<file path="src/rtl/sram_req_arbiter_pkg.sv">
// Shared definitions for the SRAM request arbiter: source tags and FSM states.
package sram_req_arbiter_pkg;

  localparam logic SRC_INST = 1'b0;
  localparam logic SRC_DATA = 1'b1;

  typedef enum logic {
    StIdle = 1'b0,
    StHold = 1'b1
  } state_e;

endpackage

</file>
<file path="src/rtl/tag_fifo.sv">
// Small 1-bit-wide synchronous FIFO that remembers which requester owns each
// outstanding memory transaction, in issue order.
module tag_fifo #(
  parameter int unsigned DEPTH = 2
) (
  input  logic clk_i,
  input  logic rst_i,
  input  logic push_i,
  input  logic push_tag_i,
  input  logic pop_i,
  output logic full_o,
  output logic empty_o,
  output logic head_o
);

  localparam int unsigned PtrW = (DEPTH > 1) ? $clog2(DEPTH) : 1;
  localparam int unsigned CntW = $clog2(DEPTH + 1);
  localparam logic [PtrW-1:0] LastPtr = PtrW'(DEPTH - 1);
  localparam logic [CntW-1:0] FullCnt = CntW'(DEPTH);

  logic [DEPTH-1:0] mem_q;
  logic [PtrW-1:0]  wr_ptr_q, rd_ptr_q;
  logic [CntW-1:0]  cnt_q;
  logic             do_push, do_pop;

  assign full_o  = (cnt_q == FullCnt);
  assign empty_o = (cnt_q == '0);
  assign do_push = push_i && !full_o;
  assign do_pop  = pop_i && !empty_o;
  assign head_o  = mem_q[rd_ptr_q];

  always_ff @(posedge clk_i) begin
    if (rst_i) begin
      mem_q    <= '0;
      wr_ptr_q <= '0;
      rd_ptr_q <= '0;
      cnt_q    <= '0;
    end else begin
      if (do_push) begin
        mem_q[wr_ptr_q] <= push_tag_i;
        wr_ptr_q        <= (wr_ptr_q == LastPtr) ? '0 : wr_ptr_q + 1'b1;
      end
      if (do_pop) begin
        rd_ptr_q <= (rd_ptr_q == LastPtr) ? '0 : rd_ptr_q + 1'b1;
      end
      unique case ({do_push, do_pop})
        2'b10:   cnt_q <= cnt_q + 1'b1;
        2'b01:   cnt_q <= cnt_q - 1'b1;
        default: cnt_q <= cnt_q;
      endcase
    end
  end

endmodule

</file>
<file path="src/rtl/sram_req_arbiter.sv">
// Shares one SRAM-like port between fetch and data requesters: fixed priority to
// data with a starvation guard for fetch, in-order response routing by tag.
module sram_req_arbiter
  import sram_req_arbiter_pkg::*;
#(
  parameter int unsigned MAX_OUT      = 2,
  parameter int unsigned STARVE_LIMIT = 4
) (
  input  logic        clk_i,
  input  logic        rst_i,
  input  logic        inst_req_i,
  input  logic [31:0] inst_addr_i,
  output logic        inst_addr_ok_o,
  output logic        inst_data_ok_o,
  output logic [31:0] inst_rdata_o,
  input  logic        data_req_i,
  input  logic        data_wr_i,
  input  logic [3:0]  data_wstrb_i,
  input  logic [31:0] data_addr_i,
  input  logic [31:0] data_wdata_i,
  output logic        data_addr_ok_o,
  output logic        data_data_ok_o,
  output logic [31:0] data_rdata_o,
  output logic        mem_req_o,
  output logic        mem_wr_o,
  output logic [3:0]  mem_wstrb_o,
  output logic [31:0] mem_addr_o,
  output logic [31:0] mem_wdata_o,
  input  logic        mem_addr_ok_i,
  input  logic        mem_data_ok_i,
  input  logic [31:0] mem_rdata_i
);

  localparam int unsigned StarveW = (STARVE_LIMIT > 0) ? $clog2(STARVE_LIMIT + 1) : 1;
  localparam logic [StarveW-1:0] StarveMax = StarveW'(STARVE_LIMIT);

  state_e             state_q;
  logic               grant_q;
  logic               grant_sel, grant;
  logic [StarveW-1:0] starve_q, starve_d;
  logic               q_full, q_empty, q_head;
  logic               issue, accept, pop;

  // Data normally wins; fetch wins once it has waited STARVE_LIMIT cycles.
  always_comb begin
    grant_sel = SRC_DATA;
    if (inst_req_i && (!data_req_i || (starve_q == StarveMax))) begin
      grant_sel = SRC_INST;
    end
  end

  assign grant  = (state_q == StHold) ? grant_q : grant_sel;
  assign issue  = (state_q == StHold) || (!q_full && (inst_req_i || data_req_i));
  assign accept = issue && mem_addr_ok_i;
  assign pop    = mem_data_ok_i && !q_empty;

  always_comb begin
    mem_req_o   = issue;
    mem_wr_o    = 1'b0;
    mem_wstrb_o = '0;
    mem_addr_o  = '0;
    mem_wdata_o = '0;
    if (issue) begin
      if (grant == SRC_INST) begin
        mem_addr_o = inst_addr_i;
      end else begin
        mem_addr_o = data_addr_i;
        mem_wr_o   = data_wr_i;
        if (data_wr_i) begin
          mem_wstrb_o = data_wstrb_i;
          mem_wdata_o = data_wdata_i;
        end
      end
    end
  end

  assign inst_addr_ok_o = accept && (grant == SRC_INST);
  assign data_addr_ok_o = accept && (grant == SRC_DATA);
  assign inst_data_ok_o = pop && (q_head == SRC_INST);
  assign data_data_ok_o = pop && (q_head == SRC_DATA);
  assign inst_rdata_o   = mem_rdata_i;
  assign data_rdata_o   = mem_rdata_i;

  always_comb begin
    starve_d = starve_q;
    if (!inst_req_i || inst_addr_ok_o) begin
      starve_d = '0;
    end else if (starve_q != StarveMax) begin
      starve_d = starve_q + 1'b1;
    end
  end

  always_ff @(posedge clk_i) begin
    if (rst_i) begin
      state_q  <= StIdle;
      grant_q  <= SRC_DATA;
      starve_q <= '0;
    end else begin
      starve_q <= starve_d;
      unique case (state_q)
        StIdle: begin
          if (issue && !mem_addr_ok_i) begin
            state_q <= StHold;
            grant_q <= grant_sel;
          end
        end
        StHold: begin
          if (mem_addr_ok_i) begin
            state_q <= StIdle;
          end
        end
        default: state_q <= StIdle;
      endcase
    end
  end

  tag_fifo #(
    .DEPTH (MAX_OUT)
  ) u_tag_fifo (
    .clk_i      (clk_i),
    .rst_i      (rst_i),
    .push_i     (accept),
    .push_tag_i (grant),
    .pop_i      (pop),
    .full_o     (q_full),
    .empty_o    (q_empty),
    .head_o     (q_head)
  );

endmodule

</file>
<file path="config.mk">
export PLATFORM = sky130hd
export DESIGN_NAME = sram_req_arbiter
export DESIGN_NICKNAME = d
export VERILOG_FILES = /design/src/rtl/sram_req_arbiter_pkg.sv /design/src/rtl/tag_fifo.sv /design/src/rtl/sram_req_arbiter.sv
export SDC_FILE = /design/constraint.sdc
export NUM_CORES = 1
export LEC_CHECK = 0
export ABC_AREA = 1
export BUFFER_PORTS_ARGS = -buffer_cell sky130_fd_sc_hd__buf_4
export CAP_MARGIN = 20
export CORE_ASPECT_RATIO = 0.5
export CORE_MARGIN = 10
export CORE_UTILIZATION = 34
export DETAILED_ROUTE_END_ITERATION = 12
export GPL_TIMING_DRIVEN = 0
export MAX_ROUTING_LAYER = met4
export PLACE_DENSITY = 0.86
export SLEW_MARGIN = 10
export SYNTH_ARGS = -nofsm -noshare
export SYNTH_HDL_FRONTEND = slang
export SYNTH_HIERARCHICAL = 1
export SYNTH_SLANG_ARGS = --single-unit
export TNS_END_PERCENT = 20
</file>
<file path="constraint.sdc">
create_clock -name clk_i -period 2.6 [get_ports clk_i]
set_input_delay 0.52 -clock clk_i [delete_from_list [all_inputs] [get_ports clk_i]]
set_output_delay 0.52 -clock clk_i [all_outputs]
set_load 0.1 [all_outputs]
</file>
# Word-level counts from Yosys, hierarchy flattened
# Index checks and enable logic that the tools add are counted.
# totals
latch_bits,0
ff_bits,11
mem_bits_rw,0
output_inout_bits,138
romBits,0
inputBits,139
wordCells,71
n_memories,0
# op_classes
bitwise_logic,3
add_sub_neg,5
n_eq_ne,5
shifts,0
mul,0
mux,23
reduce_logical,25
magnitude_cmp,3
div_mod_pow,0
# op_table
operator,n
$mux W32,5
$logic_and A1 B1 Y1,12
$mux W4,3
$mux W1,11
$logic_not A1 Y1,5
$eq A2 B2 Y1 const B,2
$logic_or A1 B1 Y1,4
$lt A1 B2 Y1 const B,2
$pmux W2 S2,1
$add A3 B1 Y3 const B,1
$eq A3 B3 Y1 const B,1
$ne A3 B3 Y1 const B,1
$not A1 Y1,3
$add A1 B1 Y1 const B,2
$add A2 B1 Y2 const B,1
$bwmux W2,1
$eq A2 B1 Y1 const B,1
$logic_not A2 Y1,1
$pmux W1 S2,1
$reduce_and A2 Y1,1
$reduce_bool A2 Y1,1
$reduce_or A2 Y1,1
$sub A2 B1 Y2 const B,1
$demux W1 S1,1
$ge A1 B1 Y1 const B,1

# Longest topological paths before layout
# depth
word_depth,9
ltp_mapped,13

# Cells and area by module
# Netlist, hierarchy kept.
# modules_own_cells
mod,seq_area_each_um2,area_per_inst_um2,n_inst,cells_each
sram_req_arbiter,100.1,1966.9,1,300
tag_fifo,120.1,324.1,1,52

# Worst setup path after synthesis
# No wires, ideal clock.
# synth_path
kind,reg2out
startpoint,reg starve_q[0]
endpoint,out mem_wdata_o[0]
t_required_ns,2.080
stages_incl_launch_ff,9
setup_slack_ns,-1.164
t_arrival_ns,3.244
n_path_buf,1
cell_sequence,dfxtp_1 > inv_1 > ha_1 > nand2_2 > nand2_2 > nand3_2 > nand2_2 > buf_6 > nor3b_1
# synth_via
elab_chain_cells,7
# synth_lines
item,line,text
"start, declared",sram_req_arbiter.sv:40,"logic [StarveW-1:0] starve_q, starve_d;"
"start signal, assigned",sram_req_arbiter.sv:99,starve_q <= starve_d;
$eq A3 B3 Y1,sram_req_arbiter.sv:47,if (inst_req_i && (!data_req_i || (starve_q == StarveMax))) begin
$logic_or A1 B1 Y1,sram_req_arbiter.sv:47,
$logic_and A1 B1 Y1,sram_req_arbiter.sv:47,
$mux W1,sram_req_arbiter.sv:47,
$mux W1,sram_req_arbiter.sv:52,assign grant = (state_q == StHold) ? grant_q : grant_sel;
$mux W32,sram_req_arbiter.sv:64,if (grant == SRC_INST) begin
$mux W32,sram_req_arbiter.sv:63,if (issue) begin
"end, declared",sram_req_arbiter.sv:28,"output logic [31:0] mem_wdata_o,"
# Every way passes these cells.

# Final worst setup path
# layout_path
startpoint,reg starve_q[0]
endpoint,out mem_wdata_o[28]
# Same word-level chain as after synthesis.

==> flow_metrics.tcl <==
set metrics [dict create \
    status "completed" \
    cp_max_fo 10 \
    rr_endpoint "u_tag_fifo/cnt_q[1]" \
    num_antenna_cells 0 \
    grt_usage 0.197 \
    syn_to_final_growth_pct 105 \
    ant_nets 0 \
    power.density_nw_per_um2 592 \
    wl_per_cell_microns 16.9 \
    ff2ff_path_depth 13 \
    post-dp-hpwl_mm 9.90 \
    max_slew.worst_pin.slew_ns 0.506 \
    cts.sinks 11 \
    dp_cells 688 \
    clkTransAtPathRegs_ns 0.04 \
    ir_drop_uv 359 \
    htree_levels 1 \
    endpoint_kind "output port" \
    holdPathEnd "state_q" \
    p_total_w 0.00278 \
    skew_ns 0.000878 \
    synth.net_count 494 \
    root_buffer "clkbuf_16" \
    clockBufferDepth 2 \
    final_cells 695 \
    drive_gt1_frac 0.640 \
    setup_ws_ns 0.0833 \
    die-area_sq_um 10600 \
    die_x_microns 136 \
    rows 21 \
    finalCritPeriodShare 0.968 \
    cts_buffers 3 \
    holdWs_ns 0.453 \
    insertion_delay_ns 0.24 \
    hold_start "mem_addr_ok_i" \
    hp-class "in2reg" \
    worstReg2RegStart "u_tag_fifo/cnt_q[0]" \
    fin_nets 746 \
    finalSetupViolCount 0 \
    nFillCells 500 \
    period_needed_ns 2.52 \
    hold_viol 0 \
    ys_types 23 \
    place_congestion 0.844 \
    dp_slack_ns 0.231 \
    drt_iter0_drc 165 \
    seq_area_frac_synth 0.0961 \
    rsz0062_at_grt "yes" \
    totalWireLength_mm 11.7 \
    vias_per_cell 4.48 \
    ioPinCount 277 \
    syn_avg_cell_area_sq_um 6.51 \
    arrival_ns 2.00 \
    r2r_setup_slack_ns 0.52 \
    start_kind "register" \
    fmax_ghz 0.397 \
    required_ns 2.08 \
    slew_headroom 0.663 \
    synth-seq-cells 11 \
    grt_pass1_wl_mm 16.5 \
    firstDrtPassIters 4 \
    grt_max_degree 11 \
    ys_warn_count 6 \
    setup.worst_path.class "reg2out" \
    synthCells 352 \
    hold_buffers 0 \
    gr-total-overflow 0 \
    portBuffers 244 \
    slew_viol_final 0 \
    hold_depth 2 \
    grt_pass1_vias 3033 \
    syn_area_sq_um 2290 \
    start_util 0.346 \
    leakage_nw 2.54 \
    cap_violations 0 \
    drc 0 \
    vias 3116 \
    cts_tree "yes" \
    antenna_found_initial 0 \
    coreArea_sq_um 6620 \
    die_h_microns 78.0 \
    utilization 0.709 \
]
==> timing repair <==
action	in CTS	in global routing
resized for setup	36	25
endpoints found under the setup margin	36	61
pin swaps	0	2
buffers inserted	0	3
==> metrics by stage <==
| stage | TNS [ns] | cell area [sq um] |
|---|---|---|
| 2_1_floorplan | -20.97 | 2420 |
| 3_5_place_dp | 0 | 4360 |
| 3_3_place_gp | 0 | 4360 |
| 4_1_cts | -0.0242 | 4580 |
| 5_1_grt | -0.367 | 4700 |
| 6_report | 0 | 4700 |
==> critical path: stages (launching register included) <==
cell and delay, ns:
dfxtp_1 0.33, inv_1 0.07, ha_1 0.21, nand2_2 0.09, nand2_2 0.08, nand3_4 0.10
nand2_4 0.09, buf_8 0.17, buf_6 0.16, nor3b_2 0.20, buf_6 0.25
==> power by group <==
group | switching (W) | internal (W)
Combinational | 0.00170 | 0.000596
Sequential | 0.0000140 | 0.000187
Clock | 0.0000739 | 0.000206
Total | 0.00179 | 0.000988
==> cell usage after synthesis <==
| cell type | instances | area (sq um) |
|---|---|---|
| nand4_1 | 4 | 25.0 |
| nand3b_1 | 32 | 240 |
| xor2_1 | 1 | 8.76 |
| nand3_1 | 2 | 10.0 |
| buf_2 | 6 | 30.0 |
| inv_2 | 2 | 7.51 |
| nand2_4 | 2 | 22.5 |
| inv_1 | 24 | 90.1 |
| nor3b_1 | 8 | 60.1 |
| buf_4 | 70 | 526 |
| o21ai_2 | 1 | 8.76 |
| ha_1 | 3 | 37.5 |
| nor3b_2 | 29 | 363 |
| nand2_2 | 4 | 25.0 |
| clkbuf_1 | 5 | 18.8 |
| nand3_2 | 2 | 20.0 |
| a21oi_1 | 5 | 25.0 |
| o21ai_0 | 4 | 20.0 |
| nand2_1 | 52 | 195 |
| nor2_1 | 80 | 300 |
| buf_6 | 2 | 22.5 |
| nor3_1 | 3 | 15.0 |
| dfxtp_1 | 11 | 220 |
==> final cells by class <==
cell class,instances,area (sq um),share of cell area
sequential,11,221,0.0472
inverter,26,100,0.0213
timing repair buffer,247,2030,0.432
buffer,83,607,0.129
multi-input combinational,232,1550,0.329
clock buffer,4,78.8,0.0168
tap,92,115,0.0245
==> metal layers <==
layer,up-vias,track usage,share of wire
li1,1553,-,-
met2,132,0.386,0.56
met5,-,-,0
met4,0,0.0307,0.014
met3,12,0.0343,0.066
met1,1419,0.205,0.36
==> kinds of logic after synthesis <==
| group | Yosys count | synth area share |
|---|---|---|
| adder cells (fa/ha/maj) | 3 | 0.0164 |
| flip-flops | 11 | 0.0961 |
| XOR/XNOR | 1 | 0.00382 |
| AO/OA/AOI/OAI | 10 | 0.0235 |
| AND/OR/NAND/NOR | 218 | 0.557 |
| buffers and inverters | 109 | 0.303 |
==> placed cells by master (no fill, tap or decap), types with 2 or more instances in the layout <==
| master | synthesis | layout |
|---|---|---|
| clkbuf_1 | 5 | 4 |
| nand3b_1 | 32 | 32 |
| clkbuf_2 | 0 | 2 |
| nand3_1 | 2 | 2 |
| o21ai_0 | 4 | 4 |
| buf_6 | 2 | 45 |
| inv_1 | 24 | 24 |
| dfxtp_1 | 11 | 10 |
| nand2_4 | 2 | 2 |
| nand2_2 | 4 | 3 |
| nand2_1 | 52 | 52 |
| a21oi_1 | 5 | 5 |
| nor3_1 | 3 | 2 |
| nand4_1 | 4 | 4 |
| clkbuf_16 | 0 | 3 |
| nor2_4 | 0 | 5 |
| nor2_1 | 80 | 74 |
| nor3b_4 | 0 | 9 |
| ha_1 | 3 | 3 |
| nor3b_2 | 29 | 28 |
| buf_4 | 70 | 272 |
| buf_2 | 6 | 6 |
==> registers in the layout (all words and copies together) (netlist names) <==
register and flops:
starve_q 3, grant_q 1, u_tag_fifo/cnt_q 2, u_tag_fifo/wr_ptr_q 1, state_q 1, u_tag_fifo/mem_q 2
u_tag_fifo/rd_ptr_q 1
==> worst max-delay path by stage <==
stage	cells after the start	slack [ns]	endpoint	start
finish	10	0.08	mem_wdata_o[28]	starve_q[0]
global route	10	-0.05	mem_wdata_o[29]	u_tag_fifo/cnt_q[0]
CTS	11	-0.02	mem_addr_o[14]	starve_q[0]
detailed placement	11	0.23	mem_addr_o[14]	starve_q[0]
global placement	11	0.28	mem_addr_o[14]	starve_q[0]
floorplan	9	-0.61	mem_addr_o[27]	u_tag_fifo/cnt_q[0]
Note: power is estimated with default switching activity, not from simulation.
